[src/rtl/mem_arb_pkg.sv]
`default_nettype none
// +----------------------------------------------------------------------------+
// | Package     : mem_arb_pkg                                                  |
// | Description : Shared types and constants for the two-requester block RAM   |
// |               arbiter: FSM state encoding and requester index constants.   |
// | Revision    : 1.0 - initial release                                        |
// +----------------------------------------------------------------------------+
package mem_arb_pkg;

    // Arbiter FSM: one outstanding transaction at most.
    typedef enum logic [0:0] {
        IDLE     = 1'b0,
        WAIT_RSP = 1'b1
    } arb_state_t;

    // Requester indices into the per-requester port vectors.
    localparam logic REQ_FETCH = 1'b0;
    localparam logic REQ_LSU   = 1'b1;

endpackage : mem_arb_pkg
`default_nettype wire

[src/rtl/rr_grant2.sv]
`default_nettype none
// +----------------------------------------------------------------------------+
// | Module      : rr_grant2                                                    |
// | Description : Two-way round-robin grant, purely combinational.             |
// |               A lone valid requester always wins; on a tie the requester   |
// |               that did not win last time is chosen.                        |
// | Ports       : valid[1:0] - request valid per requester                     |
// |               last       - index of the previously granted requester       |
// |               grant      - index of the granted requester                  |
// | Revision    : 1.0 - initial release                                        |
// +----------------------------------------------------------------------------+
module rr_grant2
    import mem_arb_pkg::*;
(
    input  logic [1:0] valid,
    input  logic       last,
    output logic       grant
);

    always_comb begin
        grant = ~last;
        // Exactly one requester valid: it wins regardless of history.
        if (valid[REQ_FETCH] ^ valid[REQ_LSU]) begin
            grant = valid[REQ_LSU];
        end
    end

endmodule : rr_grant2
`default_nettype wire

[src/rtl/block_ram_arbiter.sv]
`default_nettype none
// +----------------------------------------------------------------------------+
// | Module      : block_ram_arbiter                                            |
// | Description : Arbitrates a fetch and a load/store requester onto a single  |
// |               block RAM port with one transaction in flight. Responses are |
// |               routed back to the owner of the outstanding request; a new   |
// |               request may issue in the same cycle a response returns.      |
// |               A response timeout or a response with nothing outstanding    |
// |               sets the sticky err flag.                                    |
// | Ports       : clock, reset (async, active-low)                             |
// |               io_req_*  - per-requester request channel (slice i = req i)  |
// |               io_rsp_*  - per-requester response pulse, shared data        |
// |               mem_req_* - block RAM request channel                        |
// |               mem_rsp_* - block RAM response                               |
// |               err       - sticky error flag                                |
// | Revision    : 1.0 - initial release                                        |
// +----------------------------------------------------------------------------+
module block_ram_arbiter
    import mem_arb_pkg::*;
#(
    parameter int AW      = 32,
    parameter int DW      = 32,
    parameter int TIMEOUT = 255
) (
    input  logic            clock,
    input  logic            reset,
    input  logic [1:0]      io_req_valid,
    output logic [1:0]      io_req_ready,
    input  logic [2*AW-1:0] io_req_addr,
    input  logic [2*DW-1:0] io_req_data,
    input  logic [1:0]      io_req_isWrite,
    output logic [1:0]      io_rsp_valid,
    output logic [DW-1:0]   io_rsp_data,
    output logic            mem_req_valid,
    input  logic            mem_req_ready,
    output logic [AW-1:0]   mem_req_addr,
    output logic [DW-1:0]   mem_req_data,
    output logic            mem_req_isWrite,
    input  logic            mem_rsp_valid,
    input  logic [DW-1:0]   mem_rsp_data,
    output logic            err
);

    localparam int                   c_timer_w      = $clog2(TIMEOUT + 1);
    localparam logic [c_timer_w-1:0] c_timeout_last = c_timer_w'(TIMEOUT - 1);

    arb_state_t           r_state;
    arb_state_t           w_state_next;
    logic                 r_owner;
    logic                 r_last_grant;
    logic [c_timer_w-1:0] r_timer;
    logic                 r_err;

    logic w_run;
    logic w_grant;
    logic w_issue_ok;
    logic w_fire;
    logic w_rsp_hit;
    logic w_timeout;
    logic w_spurious;

    // Outputs are forced low combinationally while reset is held, so the
    // async reset blocks inputs from leaking through the request muxes.
    assign w_run = reset;

    rr_grant2 u_rr_grant2 (
        .valid (io_req_valid),
        .last  (r_last_grant),
        .grant (w_grant)
    );

    // A new request may issue when idle, or when the outstanding one
    // completes this very cycle (back-to-back).
    assign w_issue_ok = w_run && ((r_state == IDLE) ||
                                  ((r_state == WAIT_RSP) && mem_rsp_valid));
    assign w_fire     = mem_req_valid && mem_req_ready;
    assign w_rsp_hit  = w_run && (r_state == WAIT_RSP) && mem_rsp_valid;
    assign w_timeout  = (r_state == WAIT_RSP) && !mem_rsp_valid &&
                        (r_timer == c_timeout_last);
    assign w_spurious = (r_state == IDLE) && mem_rsp_valid;

    assign mem_req_valid   = w_issue_ok && (|io_req_valid);
    assign mem_req_addr    = !w_run ? '0 :
                             (w_grant ? io_req_addr[2*AW-1:AW] : io_req_addr[AW-1:0]);
    assign mem_req_data    = !w_run ? '0 :
                             (w_grant ? io_req_data[2*DW-1:DW] : io_req_data[DW-1:0]);
    assign mem_req_isWrite = w_run && io_req_isWrite[w_grant];

    assign io_req_ready[REQ_FETCH] = w_issue_ok && (w_grant == REQ_FETCH) && mem_req_ready;
    assign io_req_ready[REQ_LSU]   = w_issue_ok && (w_grant == REQ_LSU)   && mem_req_ready;

    // The response belongs to the registered owner, never to a request
    // firing in the same cycle.
    assign io_rsp_valid[REQ_FETCH] = w_rsp_hit && (r_owner == REQ_FETCH);
    assign io_rsp_valid[REQ_LSU]   = w_rsp_hit && (r_owner == REQ_LSU);
    assign io_rsp_data             = w_run ? mem_rsp_data : '0;

    assign err = r_err;

    always_comb begin
        w_state_next = r_state;
        case (r_state)
            IDLE: begin
                if (w_fire) w_state_next = WAIT_RSP;
            end
            WAIT_RSP: begin
                if (mem_rsp_valid) begin
                    w_state_next = w_fire ? WAIT_RSP : IDLE;
                end else if (w_timeout) begin
                    w_state_next = IDLE;
                end
            end
            default: w_state_next = IDLE;
        endcase
    end

    always_ff @(posedge clock or negedge reset) begin
        if (!reset) begin
            r_state      <= IDLE;
            r_owner      <= REQ_FETCH;
            r_last_grant <= REQ_LSU;    // fetch wins the first tie
            r_timer      <= '0;
            r_err        <= 1'b0;
        end else begin
            r_state <= w_state_next;
            if (w_fire) begin
                r_owner      <= w_grant;
                r_last_grant <= w_grant;
                r_timer      <= '0;
            end else if ((r_state == WAIT_RSP) && !mem_rsp_valid && !w_timeout) begin
                r_timer <= r_timer + c_timer_w'(1);
            end
            if (w_timeout || w_spurious) begin
                r_err <= 1'b1;
            end
        end
    end

endmodule : block_ram_arbiter
`default_nettype wire

[config.mk]
export PLATFORM = sky130hd
export DESIGN_NAME = block_ram_arbiter
export DESIGN_NICKNAME = d
export VERILOG_FILES = /design/src/rtl/mem_arb_pkg.sv /design/src/rtl/rr_grant2.sv /design/src/rtl/block_ram_arbiter.sv
export SDC_FILE = /design/constraint.sdc
export NUM_CORES = 1
export LEC_CHECK = 0
export CAP_MARGIN = 20
export CELL_PAD_IN_SITES_DETAIL_PLACEMENT = 2
export CELL_PAD_IN_SITES_GLOBAL_PLACEMENT = 2
export CORE_MARGIN = 10
export CORE_UTILIZATION = 25
export CTS_CLUSTER_DIAMETER = 200
export CTS_CLUSTER_SIZE = 12
export DETAILED_ROUTE_END_ITERATION = 6
export DONT_BUFFER_PORTS = 1
export PLACE_DENSITY_LB_ADDON = 0.05
export SETUP_SLACK_MARGIN = 0.02
export SYNTH_ARGS = -nofsm -noshare
export SYNTH_HDL_FRONTEND = slang
export SYNTH_SLANG_ARGS = --single-unit
[constraint.sdc]
create_clock -name clock -period 1.55 [get_ports clock]
set_clock_uncertainty 0.15 [all_clocks]
set_input_delay 0.0775 -clock clock [delete_from_list [all_inputs] [get_ports clock]]
set_output_delay 0.0775 -clock clock [all_outputs]
set_load 0.01 [all_outputs]
## After elaboration in Yosys (flattened, before gate mapping)

Index checks and enable logic that the tools add are counted.
Widths: inputs -> output; s select.

| cells by class | value |
|---|---|
| bitwise operators | 5 |
| reductions and logical operators | 23 |
| $add $sub $neg | 1 |
| order comparisons | 1 |
| eq/ne operators | 1 |
| mux-type cells | 14 |

Operators by type and width:

| cell | number |
|---|---|
| $mux 32 | 5 |
| $logic_and 1x1->1 | 17 |
| $mux 8 | 2 |
| $add 8x1->8 const B | 1 |
| $eq 8x8->1 const B | 1 |
| $mux 1 | 6 |
| $not 1->1 | 4 |
| $logic_not 1->1 | 2 |
| $logic_or 1x1->1 | 2 |
| $lt 1x2->1 const B | 1 |
| $pmux 1 s2 | 1 |
| $reduce_bool 2->1 | 1 |
| $reduce_or 2->1 | 1 |
| $xor 1x1->1 | 1 |

| word-level totals | value |
|---|---|
| word-level logic and storage cells | 50 |
| flip-flop bits (word level) | 12 |
| output and inout port bits | 103 |
| input bits | 168 |

## Longest topological paths before layout

Gate-level depths: netlist of run 1.

| logic depth | value |
|---|---|
| word-level depth | 8 |
| depth in mapped cells | 7 |
| mapped depth without buffers | 5 |

## Modules after synthesis

Synthesis of run 1 repeated with hierarchy kept, for this count alone.

| second synthesis, totals | value |
|---|---|
| cells, all modules | 253 |
| area, all modules | 1980.6 um2 |

Modules (own cells, without submodules):

| module | instances | area an instance (um2) | cells an instance | seq. area each (um2) |
|---|---|---|---|---|
| block_ram_arbiter | 1 | 1961.9 | 250 | 301.5 |
| rr_grant2 | 1 | 18.8 | 3 | 0.0 |

## Worst setup path after synthesis of run 1

OpenSTA, ideal clock, no wires.

| timing | value |
|---|---|
| path kind | flip-flop to output port |
| from | register r_last_grant |
| to | output mem_req_data[10] |
| stages on the path, launching flop included | 6 |
| buffers on the path | 2 |
| data arrival time | 1.506 ns |
| slack | -0.184 ns |
| data required time | 1.322 ns |
| path through | dfstp_2 nor2b_1 buf_4 clkbuf_1 o21ai_0 a21boi_0 |

| on the way | value |
|---|---|
| word-level cells in the longest chain between the ends | 4 |

Ends and longest elaborated chain:

| element | RTL line | source |
|---|---|---|
| start: declaration | block_ram_arbiter.sv:50 | `logic r_last_grant;` |
| start signal: assignment | block_ram_arbiter.sv:128 | `r_last_grant <= w_grant;` |
| $not 1->1 | rr_grant2.sv:21 | `grant = ~last;` |
| $mux 1 | rr_grant2.sv:23 | `if (valid[REQ_FETCH] ^ valid[REQ_LSU]) begin` |
| $mux 32 | block_ram_arbiter.sv:86 | `(w_grant ? io_req_data[2*DW-1:DW] : io_req_data[DW-1:0]);` |
| $mux 32 | block_ram_arbiter.sv:85 | `assign mem_req_data = !w_run ? '0 :` |
| end: declaration | block_ram_arbiter.sv:37 | `output logic [DW-1:0] mem_req_data,` |

No other way between the ends.

## Worst setup path in the final report of run 1

| timing | value |
|---|---|
| from | register r_last_grant |
| to | output mem_req_addr[13] |

| on the way | value |
|---|---|
| word-level cells in the longest chain between the ends | 4 |

Ends and longest elaborated chain:

| element | RTL line | source |
|---|---|---|
| $not 1->1 | rr_grant2.sv:21 |  |
| $mux 1 | rr_grant2.sv:23 |  |
| $mux 32 | block_ram_arbiter.sv:84 | `(w_grant ? io_req_addr[2*AW-1:AW] : io_req_addr[AW-1:0]);` |
| $mux 32 | block_ram_arbiter.sv:83 | `assign mem_req_addr = !w_run ? '0 :` |
| end: declaration | block_ram_arbiter.sv:36 | `output logic [AW-1:0] mem_req_addr,` |

No other way between the ends.

==> impl_metrics.env, run 1 <==
export IMPL_dr_first_iter_drc_count=127
export IMPL_wl_mm=13.7
export IMPL_cp_arrival_ns=1.61
export IMPL_layout_drive_gt1_share=0.398
export IMPL_dp_hpwl_mm=10.2
export IMPL_critical_path_buf_inv_count=3
export IMPL_synth_area_leaders="a21boi_0, nand3_1, o21ai_0"
export IMPL_crit_required_ns=1.32
export IMPL_whs_ns=0.110
export IMPL_yosysSeqAreaShare=0.132
export IMPL_synth_warnings=0
export IMPL_start_util=0.259
export IMPL_gr_total_overflow=0
export IMPL_fin_nets=564
export IMPL_syn_area_per_cell_sq_um=6.61
export IMPL_slowest_stage="dfstp_2"
export IMPL_dp_cells=477
export IMPL_async_flop_share=1.00
export IMPL_die_w_microns=115
export IMPL_crit_path_start_kind="register"
export IMPL_clk_pin_slew_ns=0.05
export IMPL_power_density_nw_per_um2=813
export IMPL_pre_cts_ws_ns=-0.118
export IMPL_hold_violations=0
export IMPL_worst_slack_ns=-0.289
export IMPL_fmax_ghz=0.544
export IMPL_syn_area_sq_um=2280
export IMPL_synth_compound_area_frac=0.404
export IMPL_yosysTopAreaCell="a21boi_0"
export IMPL_die_h_microns=115
export IMPL_syn_nets=516
export IMPL_gr_usage_all_layers=0.173
export IMPL_critPathKind="register to primary output"
export IMPL_wl_per_cell_microns=27.3
export IMPL_period_share=1.19
export IMPL_synthXorXnorAreaFrac=0
export IMPL_rsz0062_at_grt="true"
export IMPL_crit_start="r_last_grant$_DFFE_PN1P_"
export IMPL_grt_max_degree=102
export IMPL_synth_distinct_cells=37
export IMPL_core_area_sq_um=8810
export IMPL_max_cap_viol_count=0
export IMPL_crit_fanout=11
export IMPL_fin_cells=500
export IMPL_vias_per_cell=5.87
export IMPL_post_synth_top_area_fraction=0.184
export IMPL_grt_pass1_wl_mm=18.8
export IMPL_die_area_sq_um=13300
export IMPL_synth_edf_count=0
export IMPL_leakagePower_nw=1.40
export IMPL_cts_root_buf="clkbuf_8"
export IMPL_synthAdderAreaFrac=0.0165
export IMPL_ir_drop_mv=0.390
export IMPL_drc=0
export IMPL_critical_path_top_delay_family="flip-flops"
export IMPL_path_cells="nor2b_4 -> buf_12 -> clkbuf_16 -> o21ai_0 -> a21boi_1 -> buf_4"
export IMPL_cts_sinks=12
export IMPL_place_congestion=0.693
export IMPL_ys_flop_type="dfrtp_1"
export IMPL_cts_buffers=3
export IMPL_antenna_cells=0
export IMPL_end_kind="primary output"
export IMPL_num_rows=34
export IMPL_firstDrtPassIters=4
export IMPL_setup_viol=71
export IMPL_syn_inst=345
export IMPL_hold_start="io_req_data[14]"
export IMPL_status="complete, but fails checks"
export IMPL_final_common_cell="nand3_1"
export IMPL_hold_path_class="primary input to primary output"
export IMPL_port_buffers=0
export IMPL_slew_headroom=0.591
export IMPL_htree_levels=1
export IMPL_synth_mux_area_frac=0.0362
export IMPL_synth_top_family_by_area="compound AO/OA/AOI/OAI gates"
export IMPL_timing_final_crit_period_ns=1.84
export IMPL_maxSlewViolCount=0
export IMPL_areaGrowthSynthToFinish_pct=49.7
export IMPL_grt_pass1_vias=3177
export IMPL_rr_startpoint="r_timer[0]$_DFFE_PN0P_"
export IMPL_worstMarginPinSlew_ns=0.611
export IMPL_final_cell_mix="nand3_1, buf_4, a21boi_2, o21ai_0"
export IMPL_vias=2936
export IMPL_synth_seq_cells=12
export IMPL_cts_tree="done"
export IMPL_clockBufferDepth=2
export IMPL_drtAntennaViolNets=0
export IMPL_critPathMaxStageDelay_ns=0.52
export IMPL_violations="negative setup slack"
export IMPL_antenna_found_initial=0
export IMPL_worst_skew_pair_late_latency_ns=0.25
export IMPL_pin_count=271
export IMPL_yosys_area_share_simple=0.324
## stage by stage
| step | power (mW) | area [sq um] | util | setup TNS, ns |
|---|---|---|---|---|
| finish | 2.77 | 3410 | 0.388 | -15.59 |
| global route | 2.99 | 3410 | 0.388 | -22.00 |
| detailed placement | 2.01 | 2850 | 0.324 | -1.22 |
| floorplan | 1.39 | 2310 | - | -0.669 |
| global placement | 1.96 | 2850 | 0.324 | -0.248 |
| CTS | 2.55 | 3170 | 0.359 | -16.52 |
## sequential cells by signal (all words and copies together) (netlist names)
| signal | cells |
|---|---|
| r_owner | 1 |
| r_last_grant | 1 |
| r_state | 1 |
| r_timer | 8 |
| err | 1 |
## cells in the mapped netlist, types with 2 or more instances
master    instances
inv_1             9
nor4_1            2
o21ai_0          66
o31ai_1           7
nor2_1            5
nand3_1          69
nand2b_1          5
buf_1             3
dfrtp_1          11
mux2_2            2
o211ai_1          3
buf_2             5
a21boi_1          9
mux2i_1           6
and2_1           32
nor2b_1           2
a21boi_0         56
ha_1              3
clkbuf_1         32
## metal layers
metal	vias to the layer above	track usage	wire (microns)
met4	0	0.0228	131
met3	10	0.0651	1330
met2	148	0.346	7560
met5	-	0	0
met1	1434	0.168	4640
li1	1344	-	-
## where the power goes
part | total [mW] | internal (mW) | switching (mW)
clock | 0.307 | 0.182 | 0.125
combinational | 2.05 | 0.949 | 1.10
sequential | 0.421 | 0.370 | 0.0508
total | 2.77 | 1.50 | 1.27
## logic make-up after synthesis
logic type | Yosys count
buf+inv | 50
simple gates | 127
flops | 12
compound gates | 145
fa+ha+maj | 3
mux | 8
## layout make-up
class / count / area [sq um]
inverters: 9 / 33.8
clock buffers: 4 / 45.0
fillers: 1019 / 5390
well taps: 108 / 135
flip-flops and latches: 12 / 304
repair buffers: 84 / 845
multi-input cells: 283 / 2050
## worst paths after layout
check	endpoint	slack [ns]	cells after the start
hold reg to reg	r_owner$_DFFE_PN0P_	0.40	1
hold / removal	mem_req_data[14]	0.11	2
setup reg to reg	r_timer[6]$_DFFE_PN0P_	-0.10	5
max in group asynchronous	r_timer[2]$_DFFE_PN0P_	0.68	1
setup / recovery	mem_req_addr[13]	-0.29	6
min in group asynchronous	r_timer[3]$_DFFE_PN0P_	0.14	1
## repair_timing
item | CTS | global route
pin swaps | 12 | 26
setup buffers | 7 | 6
hold buffers | 3 | 0
gates cloned | 1 | 4
hold endpoints to repair | 16 | 0
resized for setup | 76 | 39
endpoints found under the setup margin | 75 | 79
No activity file was read; power rests on OpenSTA's default activity.
==> run 2: changes to the inputs <==
CORE_AREA = 3 3 103 105   (was default)
CORE_MARGIN = default   (was 10)
CORE_UTILIZATION = default   (was 25)
DIE_AREA = 0 0 106 108   (was default)
==> run 2 against run 1 <==
Net effect: the run still ends with negative setup slack left; non-clock buffer count down 10; die area down 14%; sequential cell count unchanged; combinational power down 3%; routed wire length down 9.7%; cell area down 1.1%; cell count up 3.0%; global-route usage up 1.1 points; via count down 1.3%; maximum frequency down 0.83%; first-iteration DRC count up 15%; critical endpoint is now mem_req_addr[0]; highest routed layer unchanged.
==> impl_metrics.env, run 2 (same netlist as run 1, synthesis figures left out) <==
export IMPL_crit_fanout=8
export IMPL_max_cap_viol_count=0
export IMPL_grt_max_degree=102
export IMPL_die_h_microns=108
export IMPL_cts_tree="done"
export IMPL_cts_buffers=3
export IMPL_leakagePower_nw=1.34
export IMPL_internal_power_mw=1.47
export IMPL_power_density_nw_per_um2=807
export IMPL_critPathMaxStageDelay_ns=0.53
export IMPL_maxSlewViolCount=0
export IMPL_vias_per_cell=5.63
export IMPL_end_kind="primary output"
export IMPL_cts_root_buf="clkbuf_8"
export IMPL_reg2regPathDepth=4
export IMPL_pin_count=271
export IMPL_status="complete, but fails checks"
export IMPL_layout_drive_gt1_share=0.366
export IMPL_largest_register="r_timer"
export IMPL_hold_violations=0
export IMPL_crit_path_start_kind="register"
export IMPL_min_delay_path_depth=3
export IMPL_cp_arrival_ns=1.63
export IMPL_start_util=0.234
export IMPL_slowest_stage="dfstp_2"
export IMPL_slew_headroom=0.531
export IMPL_wl_per_cell_microns=24.0
export IMPL_dr_first_iter_drc_count=146
export IMPL_critical_path_top_delay_family="flip-flops"
export IMPL_path_cells="nor2b_4 -> buf_12 -> buf_12 -> o21ai_0 -> a21boi_1 -> buf_4"
export IMPL_gr_total_overflow=0
export IMPL_pwr_share_seq=0.155
export IMPL_rr_startpoint="r_timer[1]$_DFFE_PN0P_"
export IMPL_crit_start="r_last_grant$_DFFE_PN1P_"
export IMPL_whs_ns=0.00149
export IMPL_worstMarginPinSlew_ns=0.701
export IMPL_die_area_sq_um=11400
export IMPL_period_share=1.20
export IMPL_fin_nets=554
export IMPL_grt_pass1_wl_mm=17.1
export IMPL_cp_depth=6
export IMPL_setup_viol=69
export IMPL_areaGrowthSynthToFinish_pct=48.0
export IMPL_final_cell_mix="nand3_1, buf_4, o21ai_0, a21boi_1, and2_1"
export IMPL_firstDrtPassIters=4
export IMPL_timing_final_crit_period_ns=1.85
export IMPL_htree_levels=1
export IMPL_vias=2899
export IMPL_pre_cts_ws_ns=-0.129
export IMPL_fin_util=0.347
export IMPL_combinationalPowerShare=0.726
export IMPL_place_congestion=0.788
export IMPL_antenna_found_initial=0
export IMPL_ir_drop_mv=0.287
export IMPL_clk_pin_slew_ns=0.06
export IMPL_r2r_setup_slack_ns=-0.03
export IMPL_port_buffers=0
export IMPL_wl_mm=12.3
export IMPL_switching_power_mw=1.25
export IMPL_cp_endpoint="mem_req_addr[0]"
export IMPL_critPathKind="register to primary output"
export IMPL_antenna_cells=0
export IMPL_core_area_sq_um=9730
export IMPL_worst_slack_ns=-0.305
export IMPL_grt_pass1_vias=3042
export IMPL_cp_common_cell="buf_12"
export IMPL_critical_path_buf_inv_count=3
export IMPL_clockBufferDepth=2
export IMPL_worst_skew_pair_late_latency_ns=0.25
export IMPL_dp_hpwl_mm=8.97
export IMPL_power_mw=2.72
export IMPL_swShare=0.460
export IMPL_rsz0062_at_grt="true"
export IMPL_gr_usage_all_layers=0.184
export IMPL_hold_path_class="primary input to register"
export IMPL_fmax_ghz=0.539
export IMPL_num_rows=36
export IMPL_die_w_microns=106
export IMPL_largest_reg_flops=8
export IMPL_nFillCells=1135
export IMPL_violations="negative setup slack"
export IMPL_cts_sinks=12
export IMPL_worstReg2RegEnd="r_timer[6]$_DFFE_PN0P_"
export IMPL_clkPwrFrac=0.119
export IMPL_fin_cells=515
export IMPL_final_common_cell="nand3_1"
export IMPL_drc=0
export IMPL_dp_cells=497
export IMPL_crit_required_ns=1.32
export IMPL_drtAntennaViolNets=0
-- run 2: changes by cell type in the layout (fill, tap and decap cells not counted), moves of 4 or more --
| cell | delta |
|---|---|
| o21ai_1 | -9 |
| o21ai_2 | -5 |
| buf_6 | -4 |
| buf_4 | -8 |
| o21ai_0 | +13 |
-- run 2: worst min-delay path by stage --
stage	start	to	slack, ns
after floorplan	reset	err$_DFFE_PN0P_	-0.37
after global placement	reset	r_timer[4]$_DFFE_PN0P_	-0.37
after detailed placement	reset	r_timer[3]$_DFFE_PN0P_	-0.37
after CTS	mem_rsp_valid	r_state$_DFF_PN0_	0.006
after global routing	mem_rsp_valid	r_timer[7]$_DFFE_PN0P_	0.04
final	mem_rsp_valid	r_timer[7]$_DFFE_PN0P_	0.001
-- run 2: metrics by stage --
step	setup TNS, ns	instance area [sq um]
2_1_floorplan	-0.669	2310
3_3_place_gp	-0.940	2840
3_5_place_dp	-2.60	2840
4_1_cts	-16.31	2980
5_1_grt	-21.83	3370
6_report	-16.28	3370
-- run 2: per-layer routing --
| layer | vias to the layer above | share of wire | track usage |
|---|---|---|---|
| li1 | 1325 | - | - |
| met1 | 1414 | 0.36 | 0.200 |
| met2 | 151 | 0.56 | 0.370 |
| met3 | 9 | 0.068 | 0.0400 |
| met4 | 0 | 0.011 | 0.0296 |
| met5 | - | 0 | 0 |
-- run 2: power by group through the flow --
| stage | clock (mW) | combinational (mW) | sequential (mW) |
|---|---|---|---|
| floorplan | 0 | 0.975 | 0.420 |
| global placement | 0 | 1.47 | 0.419 |
| detailed placement | 0 | 1.52 | 0.421 |
| CTS | 0.335 | 1.58 | 0.416 |
| global route | 0.346 | 2.16 | 0.433 |
| finish | 0.324 | 1.98 | 0.423 |
-- run 2: timing repair --
action                                 in CTS  in global routing
setup endpoints to repair                  75                 78
cloned                                      0                  5
gates resized for setup                    15                 81
pin swaps                                  13                 40
setup buffers                               1                  5
hold buffers                                3                  0
endpoints found under the hold margin      15                  0
-- run 2: cell type report --
class | instances | area [sq um] | share of cell area
Sequential cell | 12 | 305 | 0.0905
Clock buffer | 4 | 45.0 | 0.0133
Tap cell | 133 | 166 | 0.0493
Timing Repair Buffer | 74 | 795 | 0.235
Multi-Input combinational cell | 283 | 2030 | 0.601
Inverter | 9 | 33.8 | 0.0100
-- run 2: tightest hold or removal path, cell delays in order --
cell and delay, ns:
nor2b_4 0.03, nor3_4 0.19, a211oi_2 0.05
